===== src/rtl/bolme_birimi_pkg.sv =====
// Shared definitions for the RV32M divider: operation select codes and FSM states.
package bolme_birimi_pkg;

  // islem_i encodings
  localparam logic [1:0] BOLME_DIV  = 2'b00;
  localparam logic [1:0] BOLME_DIVU = 2'b01;
  localparam logic [1:0] BOLME_REM  = 2'b10;
  localparam logic [1:0] BOLME_REMU = 2'b11;

  typedef enum logic [1:0] {
    StBosta   = 2'b00,
    StHesapla = 2'b01,
    StBitti   = 2'b10
  } durum_e;

endpackage


===== src/rtl/bolme_birimi.sv =====
// bolme_birimi: multi-cycle RV32M divider (DIV/DIVU/REM/REMU) for the yurut stage.
// Radix-2 restoring division on operand magnitudes, one quotient bit per cycle, with the
// sign fix-up applied as the result is registered. Division by zero and signed overflow
// are answered directly without iterating.
// Ports:
//   clk_i      clock
//   rst_i      asynchronous, active-high reset
//   istek_i    division op present in yurut; held high while stalled
//   islem_i    op select (BOLME_DIV/DIVU/REM/REMU)
//   bolunen_i  dividend (rs1), sampled only on acceptance
//   bolen_i    divisor (rs2), sampled only on acceptance
//   sonuc_o    quotient or remainder, registered
//   bitti_o    1 = idle or result ready; 0 = stall the pipeline
module bolme_birimi
  import bolme_birimi_pkg::*;
#(
  parameter int unsigned VERI_BIT = 32
) (
  input  logic                clk_i,
  input  logic                rst_i,
  input  logic                istek_i,
  input  logic [1:0]          islem_i,
  input  logic [VERI_BIT-1:0] bolunen_i,
  input  logic [VERI_BIT-1:0] bolen_i,
  output logic [VERI_BIT-1:0] sonuc_o,
  output logic                bitti_o
);

  localparam int unsigned SayacW = $clog2(VERI_BIT + 1);
  localparam logic [VERI_BIT-1:0] Sifir   = '0;
  localparam logic [VERI_BIT-1:0] Birler  = '1;
  localparam logic [VERI_BIT-1:0] EnKucuk = {1'b1, {(VERI_BIT-1){1'b0}}};

  durum_e              r_durum, w_durum_d;
  logic [SayacW-1:0]   r_sayac, w_sayac_d;
  logic [VERI_BIT-1:0] r_kalan, w_kalan_d;   // partial remainder
  logic [VERI_BIT-1:0] r_bolum, w_bolum_d;   // dividend shifting out / quotient shifting in
  logic [VERI_BIT-1:0] r_bolen, w_bolen_d;   // divisor magnitude
  logic                r_bolum_neg, w_bolum_neg_d;
  logic                r_kalan_neg, w_kalan_neg_d;
  logic                r_kalan_mi, w_kalan_mi_d;
  logic [VERI_BIT-1:0] r_sonuc, w_sonuc_d;

  // Operand decode at acceptance
  logic                w_isaretli, w_kalan_mi, w_a_neg, w_b_neg, w_sifir, w_tasma;
  logic [VERI_BIT-1:0] w_a_mut, w_b_mut;

  assign w_isaretli = (islem_i == BOLME_DIV) || (islem_i == BOLME_REM);
  assign w_kalan_mi = (islem_i == BOLME_REM) || (islem_i == BOLME_REMU);
  assign w_a_neg    = w_isaretli & bolunen_i[VERI_BIT-1];
  assign w_b_neg    = w_isaretli & bolen_i[VERI_BIT-1];
  // |-2^(N-1)| wraps to 2^(N-1), which is exactly right when read as unsigned.
  assign w_a_mut    = w_a_neg ? (Sifir - bolunen_i) : bolunen_i;
  assign w_b_mut    = w_b_neg ? (Sifir - bolen_i) : bolen_i;
  assign w_sifir    = (bolen_i == Sifir);
  assign w_tasma    = w_isaretli && (bolunen_i == EnKucuk) && (bolen_i == Birler);

  // One restoring step
  logic [VERI_BIT:0]   w_kaydir;
  logic                w_ge;
  logic [VERI_BIT-1:0] w_fark, w_kalan_yeni, w_bolum_yeni, w_q_son, w_r_son;

  assign w_kaydir     = {r_kalan, r_bolum[VERI_BIT-1]};
  assign w_ge         = (w_kaydir >= {1'b0, r_bolen});
  // When w_ge holds the true difference is below the divisor, so the low bits suffice.
  assign w_fark       = w_kaydir[VERI_BIT-1:0] - r_bolen;
  assign w_kalan_yeni = w_ge ? w_fark : w_kaydir[VERI_BIT-1:0];
  assign w_bolum_yeni = {r_bolum[VERI_BIT-2:0], w_ge};
  assign w_q_son      = r_bolum_neg ? (Sifir - w_bolum_yeni) : w_bolum_yeni;
  assign w_r_son      = r_kalan_neg ? (Sifir - w_kalan_yeni) : w_kalan_yeni;

  always_comb begin
    w_durum_d     = r_durum;
    w_sayac_d     = r_sayac;
    w_kalan_d     = r_kalan;
    w_bolum_d     = r_bolum;
    w_bolen_d     = r_bolen;
    w_bolum_neg_d = r_bolum_neg;
    w_kalan_neg_d = r_kalan_neg;
    w_kalan_mi_d  = r_kalan_mi;
    w_sonuc_d     = r_sonuc;
    unique case (r_durum)
      StBosta: begin
        if (istek_i) begin
          if (w_sifir) begin
            w_sonuc_d = w_kalan_mi ? bolunen_i : Birler;
            w_durum_d = StBitti;
          end else if (w_tasma) begin
            w_sonuc_d = w_kalan_mi ? Sifir : EnKucuk;
            w_durum_d = StBitti;
          end else begin
            w_kalan_d     = Sifir;
            w_bolum_d     = w_a_mut;
            w_bolen_d     = w_b_mut;
            w_bolum_neg_d = w_a_neg ^ w_b_neg;
            w_kalan_neg_d = w_a_neg;
            w_kalan_mi_d  = w_kalan_mi;
            w_sayac_d     = SayacW'(VERI_BIT);
            w_durum_d     = StHesapla;
          end
        end
      end
      StHesapla: begin
        w_kalan_d = w_kalan_yeni;
        w_bolum_d = w_bolum_yeni;
        w_sayac_d = r_sayac - SayacW'(1);
        if (r_sayac == SayacW'(1)) begin
          w_sonuc_d = r_kalan_mi ? w_r_son : w_q_son;
          w_durum_d = StBitti;
        end
      end
      StBitti: w_durum_d = StBosta;
      default: w_durum_d = StBosta;
    endcase
  end

  always_ff @(posedge clk_i or posedge rst_i) begin
    if (rst_i) begin
      r_durum     <= StBosta;
      r_sayac     <= '0;
      r_kalan     <= '0;
      r_bolum     <= '0;
      r_bolen     <= '0;
      r_bolum_neg <= 1'b0;
      r_kalan_neg <= 1'b0;
      r_kalan_mi  <= 1'b0;
      r_sonuc     <= '0;
    end else begin
      r_durum     <= w_durum_d;
      r_sayac     <= w_sayac_d;
      r_kalan     <= w_kalan_d;
      r_bolum     <= w_bolum_d;
      r_bolen     <= w_bolen_d;
      r_bolum_neg <= w_bolum_neg_d;
      r_kalan_neg <= w_kalan_neg_d;
      r_kalan_mi  <= w_kalan_mi_d;
      r_sonuc     <= w_sonuc_d;
    end
  end

  assign sonuc_o = r_sonuc;
  // Reset overrides a pending request so the pipeline is never stalled during reset.
  assign bitti_o = rst_i | ~((r_durum == StHesapla) | ((r_durum == StBosta) & istek_i));

endmodule


===== config.mk =====
export PLATFORM = sky130hd
export DESIGN_NAME = bolme_birimi
export DESIGN_NICKNAME = d
export VERILOG_FILES = /design/src/rtl/bolme_birimi_pkg.sv /design/src/rtl/bolme_birimi.sv
export SDC_FILE = /design/constraint.sdc
export NUM_CORES = 1
export LEC_CHECK = 0
export CAP_MARGIN = 20
export CORE_ASPECT_RATIO = 1.4
export CORE_UTILIZATION = 45
export CTS_CLUSTER_SIZE = 8
export DETAILED_ROUTE_END_ITERATION = 12
export GPL_TIMING_DRIVEN = 0
export PLACE_DENSITY = 0.67
export RECOVER_POWER = 25
export SLEW_MARGIN = 25
export SYNTH_ARGS = -nofsm -noshare
export SYNTH_HDL_FRONTEND = slang
export SYNTH_SLANG_ARGS = --single-unit

===== constraint.sdc =====
create_clock -name clk_i -period 8.03 [get_ports clk_i]
set_clock_uncertainty 0.15 [all_clocks]
set_input_delay 2.409 -clock clk_i [delete_from_list [all_inputs] [get_ports clk_i]]
set_output_delay 2.409 -clock clk_i [all_outputs]
set_load 0.1 [all_outputs]

==> impl_metrics.env <==
export IMPL_clkLatencyLatePin_ps=450
export IMPL_synth_most_common_cell="o21ai_0"
export IMPL_cts_max_level=4
export IMPL_min_period_over_period=0.958
export IMPL_path_class="input port to output pin"
export IMPL_rsz0062_at_grt="false"
export IMPL_coreArea_um2=26200
export IMPL_holdCritStartpoint="r_bolen[31]"
export IMPL_ys_ff_latch=139
export IMPL_max_freq_mhz=130
export IMPL_cp_start_kind="input port"
export IMPL_cts_num_sinks=139
export IMPL_cts_hold_buf=0
export IMPL_place_gp_congestion=0.950
export IMPL_drv_slew=0
export IMPL_worstPathRequired_ps=5470
export IMPL_synthArstFlopShare=1.00
export IMPL_synth_area_um2=12000
export IMPL_r2r_start="r_kalan[24]"
export IMPL_synth_cells=1537
export IMPL_finalCriticalPeriod_ps=7690
export IMPL_row_count=70
export IMPL_yosysWarnings=0
export IMPL_grt_pass1_vias=12300
export IMPL_dp_hpwl_um=35000
export IMPL_rr_endpoint="sonuc_o[26]"
export IMPL_drtAntennaViolNets=0
export IMPL_holdWs_ps=340
export IMPL_layout_setup_ws_ps=340
export IMPL_pre_cts_ws_ps=285
export IMPL_path_clk_slew_ps=60
export IMPL_ios=102
export IMPL_syn_nets=1646
export IMPL_cts_path_max_buffers=2
export IMPL_cp_data_arrival_time_ps=5130
export IMPL_cts_tree="done"
export IMPL_top_layer_used="met5"
export IMPL_grt_max_degree=32
export IMPL_via_count=12500
export IMPL_area_growth_pct=17.1
export IMPL_yosys_area_top_type_share=0.290
export IMPL_cts_buffers=17
export IMPL_max_slew_margin=0.110
export IMPL_antenna_found_initial=1
export IMPL_wl_met3_um=2280
export IMPL_netlist_top_cells_area="dfrtp_1, o21ai_0, xnor2_1, a21oi_1, nand2_1"
export IMPL_endpoint_kind="output pin"
export IMPL_r2r_cells=23
export IMPL_grt_usage=0.330
export IMPL_synth_ff_type="dfrtp_1"
export IMPL_cts_setup_buffers=0
export IMPL_worstPathMaxFanout=25
export IMPL_min_to="r_bolen[31]"
export IMPL_wl_per_cell_um=22.1
export IMPL_hold_viol_final=0
export IMPL_root_buffer="clkbuf_16"
export IMPL_synth_edf_count=0
export IMPL_status="finished, final reports clean"
export IMPL_antenna_cells=0
export IMPL_initial_core_util=0.459
export IMPL_wirelength_um=44200
export IMPL_nets=1771
export IMPL_reg2reg_slack_ps=440
export IMPL_yosysSeqAreaShare=0.290
export IMPL_hold_class="register to register"
export IMPL_grt_pass1_wl_um=69100
export IMPL_tightest_slew_ps=1340
export IMPL_placed_cell_area_um2=13600
export IMPL_synthDistinctLibCells=90
export IMPL_drc=0
export IMPL_setup_violations_final=0
export IMPL_vias_per_cell=6.24
export IMPL_die_h_um=195
export IMPL_syn_avg_cell_area_um2=7.81
export IMPL_drive_above_1_share=0.0597
export IMPL_first_pass_iters=6
export IMPL_fin_tns_setup_ps=0
export IMPL_holdPathStages=2
export IMPL_overflow=0
export IMPL_met1Wirelength_um=17100
export IMPL_yosys_area_top_type="dfrtp_1"
export IMPL_port_buffers=101
export IMPL_drt_iter0_drc=938
export IMPL_fin_area_um2=14100
export IMPL_ctsResizeCount=0
export IMPL_wl_met2_um=22000
export IMPL_yosys_top_cells_count="o21ai_0, nand2_1, dfrtp_1, a21oi_1, nor2_1"
export IMPL_dieArea_um2=27400
export IMPL_max_cap_violations=0
export IMPL_die_width_um=140
logic make-up (layout without fill, tap and decap cells):
group / after synthesis / after routing / synth area share
compound gates: 522 / 522 / 0.266
xor+xnor: 140 / 140 / 0.102
fa+ha+maj: 40 / 40 / 0.0423
buf+inv: 174 / 312 / 0.0597
flops: 139 / 139 / 0.290
mux: 43 / 43 / 0.0369
simple gates: 479 / 479 / 0.203
metrics by stage:
stage | util | instances
2_1_floorplan | - | 1537
4_1_cts | 0.539 | 1999
5_1_grt | 0.537 | 1999
3_3_place_gp | 0.513 | 1962
3_5_place_dp | 0.518 | 1967
6_report | 0.537 | 1999
cells in the final DEF, fill, tap and decap left out, drive strengths merged, types with 13 or more instances in the layout:
cell | Yosys | routed
o21ai | 170 | 170
nand2 | 150 | 150
dfrtp | 139 | 139
a21oi | 136 | 136
clkbuf | 82 | 103
clkdlybuf4s50 | 1 | 101
nor2 | 100 | 100
xnor2 | 80 | 80
inv | 73 | 75
o22ai | 67 | 67
xor2 | 60 | 60
nand3 | 40 | 40
ha | 39 | 39
mux2i | 33 | 33
nor3 | 31 | 31
o31ai | 26 | 26
nor4 | 25 | 25
nor2b | 21 | 21
buf | 17 | 20
nand4 | 18 | 18
nand2b | 16 | 16
o41ai | 15 | 15
a31oi | 14 | 14
or3 | 13 | 13
o211ai | 13 | 13
or4 | 13 | 13
sequential cells by signal (all words and copies together), names as in the netlist:
name         count
r_kalan_mi       1
r_durum          2
r_bolum         32
r_kalan_neg      1
r_bolum_neg      1
r_kalan         32
r_sayac          6
r_bolen         32
sonuc_o         32
how the worst max path moves through the flow:
stage | start | endpoint | slack (ps)
finish | rst_i | bitti_o | 340
global route | rst_i | bitti_o | 220
CTS | rst_i | bitti_o | 270
detailed placement | rst_i | bitti_o | 280
global placement | rst_i | bitti_o | -2240
floorplan | rst_i | bitti_o | -580
area by class of cell:
class	instances	area, µm²
buffer	100	434
clock buffer	19	443
clock inverter	13	119
fill	2580	12100
inverter	74	287
multi-input combinational	1224	7820
sequential	139	3480
tap	324	405
timing repair buffer	106	1080
metal layers:
| layer | global-route usage | vias up |
|---|---|---|
| met5 | 0 | - |
| met4 | 0.217 | 2 |
| met3 | 0.0454 | 130 |
| met2 | 0.579 | 505 |
| met1 | 0.373 | 5972 |
| li1 | - | 5856 |
worst max-delay path, stage by stage:
cell	delay [ps]
dlygate4sd3_1	580
clkinvlp_4	450
buf_12	360
o211ai_1	130
clkdlybuf4s50_1	1180
Power is left out: the tool's default activity adds up to more than one toggle a clock period on the data nets, which glitch-free logic cannot reach.
